==> src/rtl/block_assembler_pkg.sv <==
// Shared AES types for the block assembler: word/state types, block geometry, FSM states.
package block_assembler_pkg;

  localparam int WORD_W  = 32;
  localparam int WORDS   = 4;
  localparam int STATE_W = 128;

  typedef logic [WORD_W-1:0]  word_t;
  typedef logic [STATE_W-1:0] aes_state_t;

  typedef enum logic {
    COLLECT = 1'b0,
    HOLD    = 1'b1
  } fsm_state_t;

endpackage

==> src/rtl/block_assembler.sv <==
// Packs 32-bit words into 128-bit AES state blocks (word 0 in the MSW) behind a one-deep output slot.
// Optional BLOCK_PAD_EN: in_last closes a block early with zero-filled trailing words.
module block_assembler #(
  parameter int WORD_W = 32,
  parameter int WORDS  = 4
) (
  input  logic                    clock,
  input  logic                    reset,
  input  logic [WORD_W-1:0]       in_data,
  input  logic                    in_valid,
  output logic                    in_ready,
  input  logic                    in_last,
  output logic [WORD_W*WORDS-1:0] out_data,
  output logic                    out_valid,
  input  logic                    out_ready
);
  import block_assembler_pkg::*;

  localparam logic [1:0] LAST_IDX = 2'(WORDS - 1);

  fsm_state_t state_q, state_d;
  logic [1:0] cnt_q, cnt_d;
  aes_state_t asm_q, asm_d;
  aes_state_t out_q, out_d;
  logic       out_valid_q, out_valid_d;
  aes_state_t blk;
  logic       accept, drain, slot_free, done;

  assign in_ready  = (state_q == COLLECT);
  assign accept    = in_valid && in_ready;
  assign drain     = out_valid_q && out_ready;
  assign slot_free = !out_valid_q || out_ready;
  assign out_data  = out_q;
  assign out_valid = out_valid_q;

`ifdef BLOCK_PAD_EN
  assign done = (cnt_q == LAST_IDX) || in_last;
`else
  assign done = (cnt_q == LAST_IDX);
  logic unused_in_last;
  assign unused_in_last = in_last;
`endif

  always_ff @(posedge clock or negedge reset) begin
    if (!reset) begin
      state_q     <= COLLECT;
      cnt_q       <= '0;
      asm_q       <= '0;
      out_q       <= '0;
      out_valid_q <= 1'b0;
    end else begin
      state_q     <= state_d;
      cnt_q       <= cnt_d;
      asm_q       <= asm_d;
      out_q       <= out_d;
      out_valid_q <= out_valid_d;
    end
  end

  always_comb begin
    state_d     = state_q;
    cnt_d       = cnt_q;
    asm_d       = asm_q;
    out_d       = out_q;
    out_valid_d = out_valid_q;

    // Words past the counter are always zero in asm_q, which is what makes padding free.
    blk = asm_q;
    for (int k = 0; k < WORDS; k++) begin
      if (cnt_q == 2'(k)) blk[STATE_W-1-WORD_W*k -: WORD_W] = in_data;
    end

    if (drain) out_valid_d = 1'b0;

    case (state_q)
      COLLECT: begin
        if (accept) begin
          if (done) begin
            cnt_d = '0;
            if (slot_free) begin
              out_d       = blk;
              out_valid_d = 1'b1;
              asm_d       = '0;
            end else begin
              asm_d   = blk;
              state_d = HOLD;
            end
          end else begin
            cnt_d = cnt_q + 2'd1;
            asm_d = blk;
          end
        end
      end
      HOLD: begin
        if (out_ready) begin
          out_d       = asm_q;
          out_valid_d = 1'b1;
          asm_d       = '0;
          state_d     = COLLECT;
        end
      end
      default: state_d = COLLECT;
    endcase
  end

endmodule

==> config.mk <==
export PLATFORM = sky130hd
export DESIGN_NAME = block_assembler
export DESIGN_NICKNAME = d
export VERILOG_FILES = /design/src/rtl/block_assembler_pkg.sv /design/src/rtl/block_assembler.sv
export SDC_FILE = /design/constraint.sdc
export NUM_CORES = 1
export LEC_CHECK = 0
export CAP_MARGIN = 10
export CELL_PAD_IN_SITES_DETAIL_PLACEMENT = 0
export CELL_PAD_IN_SITES_GLOBAL_PLACEMENT = 1
export CORE_ASPECT_RATIO = 0.6
export CORE_MARGIN = 2
export CORE_UTILIZATION = 49
export DETAILED_ROUTE_END_ITERATION = 8
export GPL_ROUTABILITY_DRIVEN = 0
export PLACE_DENSITY = 0.95
export SLEW_MARGIN = 10
export SYNTH_ARGS = -nofsm -noshare
export SYNTH_HDL_FRONTEND = slang
export SYNTH_SLANG_ARGS = --single-unit
==> constraint.sdc <==
create_clock -name clock -period 4.2 [get_ports clock]
set_clock_uncertainty 0.05 [all_clocks]
set_input_delay 0.42 -clock clock [delete_from_list [all_inputs] [get_ports clock]]
set_output_delay 0.42 -clock clock [all_outputs]
set_load 0.01 [all_outputs]
* Yosys cells after proc, flatten, opt, wreduce, memory -nomap -nowiden *
Index checks and enable logic that the tools add are counted.

storage, ports and cells
  bits of input ports = 37
  register bits after elaboration = 260
  output and inout bits = 130

cells by class
  muxes and demuxes = 26
  eq/ne operators = 7
  add/sub/neg operators = 1
  reductions and logical operators = 8
  bitwise operators = 1

operator list
  kind                 number
  $mux 128             8
  $pmux 128 s2         2
  $mux 32              4
  $mux 1               9
  $ne 2x1->1 const B   3
  $eq 2x2->1 const B   2
  $pmux 1 s2           2
  $reduce_and 2->1     2
  $reduce_and 4->1     1
  $add 2x1->2 const B  1
  $eq 2x1->1 const B   1
  $logic_and 1x1->1    2
  $logic_not 2->1      1
  $mux 2               1
  $ne 2x2->1 const B   1
  $logic_not 1->1      1
  $logic_or 1x1->1     1
  $not 1->1            1

* Depth between registers and ports, before layout *
  depth after elaboration = 6
  mapped depth = 7
  mapped depth without buffers = 5

* Worst setup path before layout *
OpenSTA, ideal clock, no wires.

  path type = reg-to-reg
  from = reg cnt_q[0]
  to = reg out_q[100], in the netlist out_data[100]
  buffers on the path = 2
  data required time = 4.025 ns
  arrival = 1.725 ns
  setup time = 0.125 ns
  cell stages (with the launch flop) = 8
  path slack = 2.301 ns
  cell sequence = dfrtp_1 -> inv_1 -> ha_1 -> nor2b_1 -> buf_2 -> buf_6 -> mux2_2 -> mux2_2

on the way
  cells in the longest elaborated chain, start to end = 6
  elaborated cells between the ends (all ways) = 9
  those cells by class = 2 x eq/ne; 5 x mux; 2 x reduce/logical

RTL lines
  element                   line                   source
  start: declaration        block_assembler.sv:22  logic [1:0] cnt_q, cnt_d;
  start signal: assignment  block_assembler.sv:53  cnt_q <= cnt_d;
  $logic_not 2->1           block_assembler.sv:70  if (cnt_q == 2'(k)) blk[STATE_W-1-WORD_W*k -: WORD_W] = in_data;
  $mux 32                   block_assembler.sv:70
  $mux 128                  block_assembler.sv:80  if (slot_free) begin
  $mux 128                  block_assembler.sv:78  if (done) begin
  $mux 128                  block_assembler.sv:77  if (accept) begin
  $pmux 128 s2              block_assembler.sv:75  case (state_q)
  end signal: assignment    block_assembler.sv:55  out_q <= out_d;
  end: declaration          block_assembler.sv:24  aes_state_t out_q, out_d;

Several ways; a longest one is shown, not always the timed one. The select of a mux whose other input is x is not followed.
A chain may end at the register's enable or synchronous reset.

* Final worst setup path *
  from = reg state_q
  to = out in_ready

on the way
  cells in the longest elaborated chain, start to end = 1

RTL lines
  element                   line                   source
  start: declaration        block_assembler.sv:21  fsm_state_t state_q, state_d;
  start signal: assignment  block_assembler.sv:52  state_q <= state_d;
  $not 1->1 (no line)       n/a
  end: declaration          block_assembler.sv:11  output logic in_ready,

Every way passes these cells.

==> impl_metrics.json <==
{
  "period_share": 0.755,
  "drcViolationCount": 0,
  "finalSetupViolations": 0,
  "crit_path_start_kind": "flip-flop",
  "required_ns": 3.73,
  "grt_pass1_wl_mm": 61.5,
  "final_max_slew_viol_count": 0,
  "first_iter_violations": 1115,
  "hp-start": "out_ready",
  "setup_tns_ns": 0,
  "viasPerCell": 6.07,
  "drv_cap": 0,
  "initial_core_util": 0.502,
  "yosys.cell_types.count": 29,
  "r2r-start": "state_q",
  "utilization": 0.601,
  "grt_usage": 0.259,
  "final_nets": 1356,
  "dieArea_sq_um": 29800,
  "rsz0062_at_grt": "false",
  "synthesis.nets": 1250,
  "n_antenna_cell": 0,
  "fin_area_sq_um": 16600,
  "overflow": 0,
  "num_io_pins": 167,
  "critical_path_class": "flip-flop to primary output",
  "hold_viol": 0,
  "max_freq_mhz": 315,
  "ys_ff_latch": 260,
  "synth_area_sq_um": 13900,
  "worstPathMaxFanout": 48,
  "clk_pin_slew_ns": 0.07,
  "synthCells": 1208,
  "root_buffer": "clkbuf_16",
  "post_cts_buffers": 0,
  "crit_path_end_kind": "primary output",
  "rows": 47,
  "core_sq_um": 27700,
  "io_buffers": 165,
  "antenna_found_initial": 0,
  "drive_gt1_frac": 0.255,
  "cp-startpoint": "state_q",
  "layout_commonest_cell": "dfrtp_1",
  "p_per_area_nw_per_um2": 796,
  "yosys_warnings": 0,
  "slew_headroom": 0.159,
  "critPathArrivalTime_ns": 2.70,
  "die_y_microns": 134,
  "period_minus_slack_ns": 3.17,
  "dp_slack_ns": 1.33,
  "ant_nets": 0,
  "area_growth_pct": 19.7,
  "worstHoldPathType": "primary input to flip-flop",
  "wl_per_cell_microns": 22.8,
  "htree_levels": 1,
  "hpwlAfterDp_mm": 23.0,
  "tightest_slew_ns": 1.26,
  "vias": 10322,
  "status": "finished, final reports clean",
  "p_total_mw": 13.2,
  "layout_common_cells": "dfrtp_1 (259), clkdlybuf4s50_1 (163), mux2_2 (136)",
  "placed_cell_area_sq_um": 15700,
  "power.leakage_nw": 7.14,
  "grt_max_degree": 125,
  "clock_sinks": 260,
  "die-width_microns": 221,
  "routed_wl_mm": 38.8,
  "clkLatencyLatePin_ns": 0.54,
  "cts-buffers-inserted": 26,
  "worst_slack_ns": 1.03,
  "peakVddDrop_mv": 0.433,
  "syn_area_per_cell_sq_um": 11.5,
  "firstDrtPassIters": 5,
  "cts_tree": "yes",
  "cts_buffer_depth": 3,
  "first_global_vias": 10467,
  "ys_seq_area_frac": 0.468
}
## through the flow
stage               instances  hold WS [ns]
floorplan                1208        0.0744
global placement         1652         0.440
detailed placement       1652         0.445
CTS                      1700         0.430
global route             1700         0.467
finish                   1700         0.447
## cell usage after synthesis
master,number,area share
nand3_1,97,0.035
mux2_4,120,0.13
o21ai_0,130,0.047
inv_2,1,0.00027
clkbuf_1,51,0.014
mux2_1,1,0.00081
buf_4,11,0.0059
a211o_1,1,0.00063
o211ai_1,128,0.069
buf_6,17,0.014
buf_1,4,0.0011
buf_2,25,0.0090
mux2_2,136,0.11
mux2i_1,1,0.00072
and2b_1,10,0.0054
o2bb2a_4,1,0.0014
o2111ai_1,1,0.00063
inv_1,35,0.0095
nand2b_4,3,0.0030
o31a_1,1,0.00063
dfrtp_1,260,0.47
nor2_1,4,0.0011
nand2_1,36,0.0097
ha_1,5,0.0045
nand2b_1,1,0.00045
o21ai_1,2,0.00072
a21oi_1,1,0.00036
nor2b_1,123,0.055
o2111ai_2,2,0.0022
## cells by family after synthesis
family                     synth area share
and+or+nand+nor                       0.110
AOI/OAI and AO/OA                     0.123
DFF                                   0.468
muxes                                 0.241
buffers and inverters                0.0533
adders and majority gates           0.00450
## critical path, cell delays in order, from the launching register on
cell	delay, ns
dfrtp_4	0.76
clkinv_2	0.49
buf_4	0.38
clkdlybuf4s50_1	0.51
## flip-flops by register name, indices dropped and copies added, names as in the netlist
name / count
asm_q: 128
out_data: 128
cnt_q: 2
out_valid: 1
state_q: 1
## power breakdown
part | internal, mW | leakage, nW | switching [mW]
Clock | 1.51 | 0.451 | 1.01
Sequential | 3.61 | 3.28 | 0.800
Combinational | 3.47 | 3.40 | 2.83
## layer usage
metal / wire (microns) / up-vias / share of wire / track usage
met4: 567 / 0 / 0.015 / 0.0503
met5: 0 / - / 0 / 0
met2: 17000 / 448 / 0.44 / 0.391
met3: 3010 / 50 / 0.077 / 0.0478
met1: 18300 / 5286 / 0.47 / 0.390
li1: - / 4538 / - / -
## worst paths after layout
path	end	slack (ns)	cells after the start
max in group asynchronous	out_data[2]	2.45	3
max reg2reg	asm_q[110]	1.26	4
min reg2reg	out_data[24]	0.46	1
min	asm_q[22]	0.45	4
max	in_ready	1.03	3
min in group asynchronous	out_data[49]	0.51	2
## layout make-up
cell class / instances / area, sq um
inverter: 36 / 136
fill: 2209 / 11100
timing repair buffer: 186 / 1840
sequential: 260 / 6510
multi-input combinational: 804 / 6780
tap: 367 / 459
clock inverter: 10 / 153
clock buffer: 37 / 763
## repair_timing
item / 4_1_cts / 5_1_grt
gates resized for setup: 0 / 0
endpoints found under the hold margin: 57 / 0
hold buffers: 1 / 0
No activity file was read; power rests on OpenSTA's default activity.
